--- src/rtl/mem_access_unit.sv ---
// mem_access_unit: big-endian load/store sequencer in front of a word-only data memory.
// Optional misalignment trap (err pulse, no memory access) when MAU_MISALIGN_CHK_EN is defined.
module mem_access_unit #(
    parameter int MEM_RD_LAT = 1,
    parameter int ADDR_W     = 32
) (
    input  logic              clk,
    input  logic              rst_n,
    input  logic              req,
    output logic              ready,
    input  logic              wr,
    input  logic [1:0]        size,
    input  logic              sgn,
    input  logic [ADDR_W-1:0] addr,
    input  logic [31:0]       wdata,
    output logic [31:0]       rdata,
    output logic              done,
    output logic              err,
    output logic              mem_cs,
    output logic              mem_oe,
    output logic              mem_we,
    output logic [ADDR_W-1:0] mem_addr,
    output logic [31:0]       mem_din,
    input  logic [31:0]       mem_dout
);
    typedef enum logic [1:0] {IDLE, RD_WAIT, WR, RESP} state_t;
    state_t state, next;
    logic [2:0] cnt;
    logic wr_q, sgn_q;
    logic [1:0] size_q, off_q;
    logic [31:0] wdata_q, mask, load_val, merged;
    logic [15:0] fld;
    logic [4:0] sh;
    logic accept, mis, word_st;

    assign accept  = req & ready;
    assign word_st = wr & size[1];

`ifdef MAU_MISALIGN_CHK_EN
    logic err_q;
    assign mis = (size == 2'b01 & addr[0]) | (size[1] & |addr[1:0]);
    assign err = (state == RESP) & err_q;
    always_ff @(posedge clk or negedge rst_n) begin
        if (!rst_n) err_q <= 1'b0;
        else if (accept) err_q <= mis;
    end
`else
    assign mis = 1'b0;
    assign err = 1'b0;
`endif

    always_ff @(posedge clk or negedge rst_n) begin
        if (!rst_n) state <= IDLE;
        else state <= next;
    end

    always_comb begin
        next = state;
        case (state)
            IDLE:    if (accept) next = mis ? RESP : word_st ? WR : RD_WAIT;
            RD_WAIT: if (cnt == 3'd0) next = wr_q ? WR : RESP;
            WR:      next = RESP;
            default: next = IDLE;
        endcase
    end

    // Strobes decode straight from state so an async reset drops them at once.
    assign ready  = state == IDLE;
    assign done   = state == RESP;
    assign mem_cs = (state == RD_WAIT) | (state == WR);
    assign mem_oe = state == RD_WAIT;
    assign mem_we = state == WR;

    // Byte offset 0 is the most significant lane; sh moves the target lane to/from bit 0.
    always_comb begin
        sh       = size_q[1] ? 5'd0 : size_q[0] ? {~off_q[1], 4'b0000} : {~off_q, 3'b000};
        mask     = size_q[1] ? '1 : (size_q[0] ? 32'h0000_FFFF : 32'h0000_00FF) << sh;
        fld      = 16'(mem_dout >> sh);
        load_val = size_q[1] ? mem_dout :
                   size_q[0] ? {{16{sgn_q & fld[15]}}, fld} : {{24{sgn_q & fld[7]}}, fld[7:0]};
        merged   = (mem_dout & ~mask) | ((wdata_q << sh) & mask);
    end

    always_ff @(posedge clk or negedge rst_n) begin
        if (!rst_n) begin
            cnt      <= '0;
            wr_q     <= 1'b0;
            sgn_q    <= 1'b0;
            size_q   <= '0;
            off_q    <= '0;
            wdata_q  <= '0;
            rdata    <= '0;
            mem_addr <= '0;
            mem_din  <= '0;
        end else begin
            if (accept) begin
                wr_q    <= wr;
                sgn_q   <= sgn;
                size_q  <= size;
                off_q   <= addr[1:0];
                wdata_q <= wdata;
                cnt     <= 3'(MEM_RD_LAT - 1);
                if (!mis) mem_addr <= {addr[ADDR_W-1:2], 2'b00};
                if (!mis && word_st) mem_din <= wdata;
            end
            if (state == RD_WAIT) begin
                cnt <= cnt - 3'd1;
                if (cnt == 3'd0) begin
                    if (wr_q) mem_din <= merged;
                    else rdata <= load_val;
                end
            end
        end
    end
endmodule

--- config.mk ---
export PLATFORM = sky130hd
export DESIGN_NAME = mem_access_unit
export DESIGN_NICKNAME = d
export VERILOG_FILES = /design/src/rtl/mem_access_unit.sv
export SDC_FILE = /design/constraint.sdc
export NUM_CORES = 1
export LEC_CHECK = 0
export ABC_AREA = 1
export CORE_MARGIN = 2
export CORE_UTILIZATION = 45
export DETAILED_ROUTE_END_ITERATION = 12
export PLACE_DENSITY = 0.8
export REMOVE_ABC_BUFFERS = 1
export SLEW_MARGIN = 20
export SYNTH_ARGS = -nofsm -noshare
export SYNTH_HDL_FRONTEND = slang
export SYNTH_SLANG_ARGS = --single-unit
--- constraint.sdc ---
create_clock -name clk -period 3.2 [get_ports clk]
set_clock_uncertainty 0.05 [all_clocks]
set_input_delay 0.48 -clock clk [delete_from_list [all_inputs] [get_ports clk]]
set_output_delay 0.48 -clock clk [all_outputs]
set_load 0.01 [all_outputs]
==> metrics <==
final HPWL from detailed placement about 15000 µm; worst hold path class input port to asynchronous set/reset pin; register area share after synthesis 50.2%; Hold Fails Final Rpt 0; H-tree depth reported by CTS 4; I/O pin cnt 205; maximum number of pins on one net before global-route repair 72; clock buffer depth 2; number of filler instances in the final layout between 1000 and 1500; most frequent standard cell in the layout excluding fill and tap cells sky130_fd_sc_hd__nand2_1; Reg-to-Reg Start size_q[1]$_DFFE_PN0N_; number of max-capacitance violations reported 0; Slowest cell on crit path sky130_fd_sc_hd__dfrtp_1; # placed instances 1226; post-synth top area cell sky130_fd_sc_hd__dfrtp_1; wire length of the first global-routing pass 34000 µm; number of synthesized register bits 137; initial cell density of the core 45.4%; arrival time reported for the critical path endpoint 2620 ps; final setup violating endpoints 0; post-CTS setup-driven buffer insertion count 0; setup repair after global routing missed its margin false; Worst VDD drop 538 µV; Vias per Instance 5.43; Seq. cell area 0.00343 mm²; final net count between 1000 and 1500; number of detailed-route iterations in the first pass 5; cells after synthesis about 870; clock period minus worst slack between 2000 and 2500 ps; overall global routing resource usage 26.9%; Die Width 127 µm; Fmax achieved approximately 0.42 GHz; clock tree sinks 137; top library cells by usage in the layout, fill and taps aside sky130_fd_sc_hd__nand2_1, sky130_fd_sc_hd__clkdlybuf4s50_1, sky130_fd_sc_hd__dfrtp_1, sky130_fd_sc_hd__o21ai_0, sky130_fd_sc_hd__nor2_1; standard cell core area 0.0150 mm²; number of synthesized flops with an enable pin 0; number of inserted diodes 0; worst slew slack as a fraction of its limit between 50 and 60%; number of global-route vias before repair 6519; cts hold-fix bufs 0; kind of end point of the critical path register; ANT nets after route 0; Mapped Avg Cell Area 7.88 µm²; number of warnings reported in the yosys synthesis log 0; post-CTS resize count 0; routed via count about 6800; cell mode on critical path sky130_fd_sc_hd__inv_2; total number of placement rows 45; cell area power density about 1100 mW/mm²; overall routed net length 21500 µm; FFs w/ async S/R, synth 100%; Crit Path Max Fanout 20; post-synthesis instance area between 0.006 and 0.007 mm²; routed length per placed instance between 15 and 20 µm; kind of start point of the critical path register; Slew Limit Fails 0; distinct cell type count of the synthesized netlist 33; count of buffer and inverter cells on the critical path 3; critical setup path kind register to register; final estimated routing congestion in global placement roughly 0.91; Starting DRT DRC Count 911; Die Ht 127 µm; delay-heaviest family, CP buffers and inverters; fin cells between 1000 and 1500; run status complete, no violations; clk slew on worst S/H paths 60 ps; initial antenna violation count 1; number of buffers added by the clock tree synthesis step 17; ordered cell list for the critical path inv_2, buf_4, nand3_1, o21ai_1, inv_2, o21ai_0, o22ai_1; fraction of final layout cells sized beyond drive strength 1 7.66%; worst setup path startpoint size_q[1]$_DFFE_PN0N_; flip-flop cell with the highest count after synthesis sky130_fd_sc_hd__dfrtp_1; leakage power 4.41 nW; TritonCTS clock tree built; post-route core utilization 63.8%; stage delay of the slowest cell on the critical path around 500 ps; WP data required 3450 ps; Port Buffers about 200; top cell type's share of synthesized area between 50% and 60%; multi-input logic area 0.00291 mm²; synthesis-to-layout area growth 40.6%; root buffer cell sky130_fd_sc_hd__clkbuf_16; final critical-path share of the clock period 74.0%; transition time of the tightest slew-check pin 734 ps; # DRC 0; later-pin clock latency in the skew report between 400 and 500 ps; final global-route overflow total 0; full die area ~0.016 mm²; cell types occupying the most area after synthesis sky130_fd_sc_hd__dfrtp_1, sky130_fd_sc_hd__nand2_1, sky130_fd_sc_hd__o21ai_0, sky130_fd_sc_hd__a21oi_1, sky130_fd_sc_hd__nor2_1
-- per-layer routing --
| metal | GRT usage, % | part of all wire, % |
|---|---|---|
| met5 | 0 | 0.070 |
| met4 | 12.7 | 3.5 |
| met3 | 7.96 | 11 |
| met2 | 40.7 | 45 |
| met1 | 35.8 | 41 |
-- cell type report --
class	instances	share of cell area, %
clock buffer	24	5.12
clock inverter	8	0.965
inverter	67	2.62
multi-input combinational	612	30.4
sequential	137	35.7
tap	188	2.45
timing repair buffer	222	22.8
-- cells by family (layout without fill, tap and decap cells) --
logic type      after synthesis  count (layout)  share of synthesized area, %
flops                       137             137                          50.2
other cells                   1               3                        0.0549
xor+xnor                      1               1                         0.128
buf+inv                     119             321                          7.28
fa+ha+maj                     6               6                          1.10
simple gates                354             354                          20.6
compound gates              248             248                          20.6
-- final timing paths --
kind / slack [ps] / to / depth (start not counted)
setup / recovery: 830 / mem_din[26]$_DFF_PN0_ / 7
hold / removal: 20 / wdata_q[12]$_DFFE_PN0N_ / 1
setup reg to reg: 830 / mem_din[26]$_DFF_PN0_ / 7
hold reg to reg: 420 / mem_addr[21]$_DFFE_PN0N_ / 2
max in group asynchronous: 2260 / rdata[14]$_DFFE_PN0P_ / 2
min in group clk: 420 / mem_addr[21]$_DFFE_PN0N_ / 2
-- flip-flops by register name, summed over array words and instances (netlist names) --
signal / count
cnt: 3
wr_q: 1
mem_addr: 30
state: 2
rdata: 32
size_q: 2
mem_din: 32
wdata_q: 32
sgn_q: 1
off_q: 2
-- synth_stat cells, types with 3 or more instances --
library cell,instances
sky130_fd_sc_hd__a21oi_1,69
sky130_fd_sc_hd__a21oi_2,10
sky130_fd_sc_hd__a221oi_1,5
sky130_fd_sc_hd__a22oi_1,7
sky130_fd_sc_hd__buf_1,5
sky130_fd_sc_hd__buf_2,15
sky130_fd_sc_hd__buf_4,4
sky130_fd_sc_hd__clkbuf_1,25
sky130_fd_sc_hd__dfrtp_1,137
sky130_fd_sc_hd__ha_1,6
sky130_fd_sc_hd__inv_1,59
sky130_fd_sc_hd__inv_2,8
sky130_fd_sc_hd__nand2_1,248
sky130_fd_sc_hd__nand2_2,3
sky130_fd_sc_hd__nand3_1,24
sky130_fd_sc_hd__nor2_1,72
sky130_fd_sc_hd__o211ai_1,26
sky130_fd_sc_hd__o21ai_0,111
sky130_fd_sc_hd__o21ai_1,8
sky130_fd_sc_hd__o21bai_1,4
sky130_fd_sc_hd__o22ai_1,5
-- worst register-to-register path: stages, from the launching register on --
cell and delay, ps:
sky130_fd_sc_hd__dfrtp_1 500, sky130_fd_sc_hd__inv_2 210, sky130_fd_sc_hd__buf_4 300, sky130_fd_sc_hd__nand3_1 150, sky130_fd_sc_hd__o21ai_1 420, sky130_fd_sc_hd__inv_2 260, sky130_fd_sc_hd__o21ai_0 240, sky130_fd_sc_hd__o22ai_1 110
-- report_power, final --
| group | leakage [nW] | internal (mW) | switching, mW |
|---|---|---|---|
| registers | 1.65 | 2.60 | 0.553 |
| logic | 2.47 | 2.20 | 2.78 |
| clock network | 0.290 | 1.22 | 0.732 |
-- per-stage QoR --
step,worst slack (ps),instance area (µm²),setup TNS (ps),hold WS (ps),total power [mW]
finish,832,9600,0,18.5,10.1
global route,701,9600,0,64.0,10.8
CTS,885,9600,0,46.9,10.1
detailed placement,899,9010,0,415,8.09
global placement,935,9010,0,412,7.97
floorplan,-348,6590,-4880,134,5.68
Note: power is estimated with default switching activity, not from simulation.
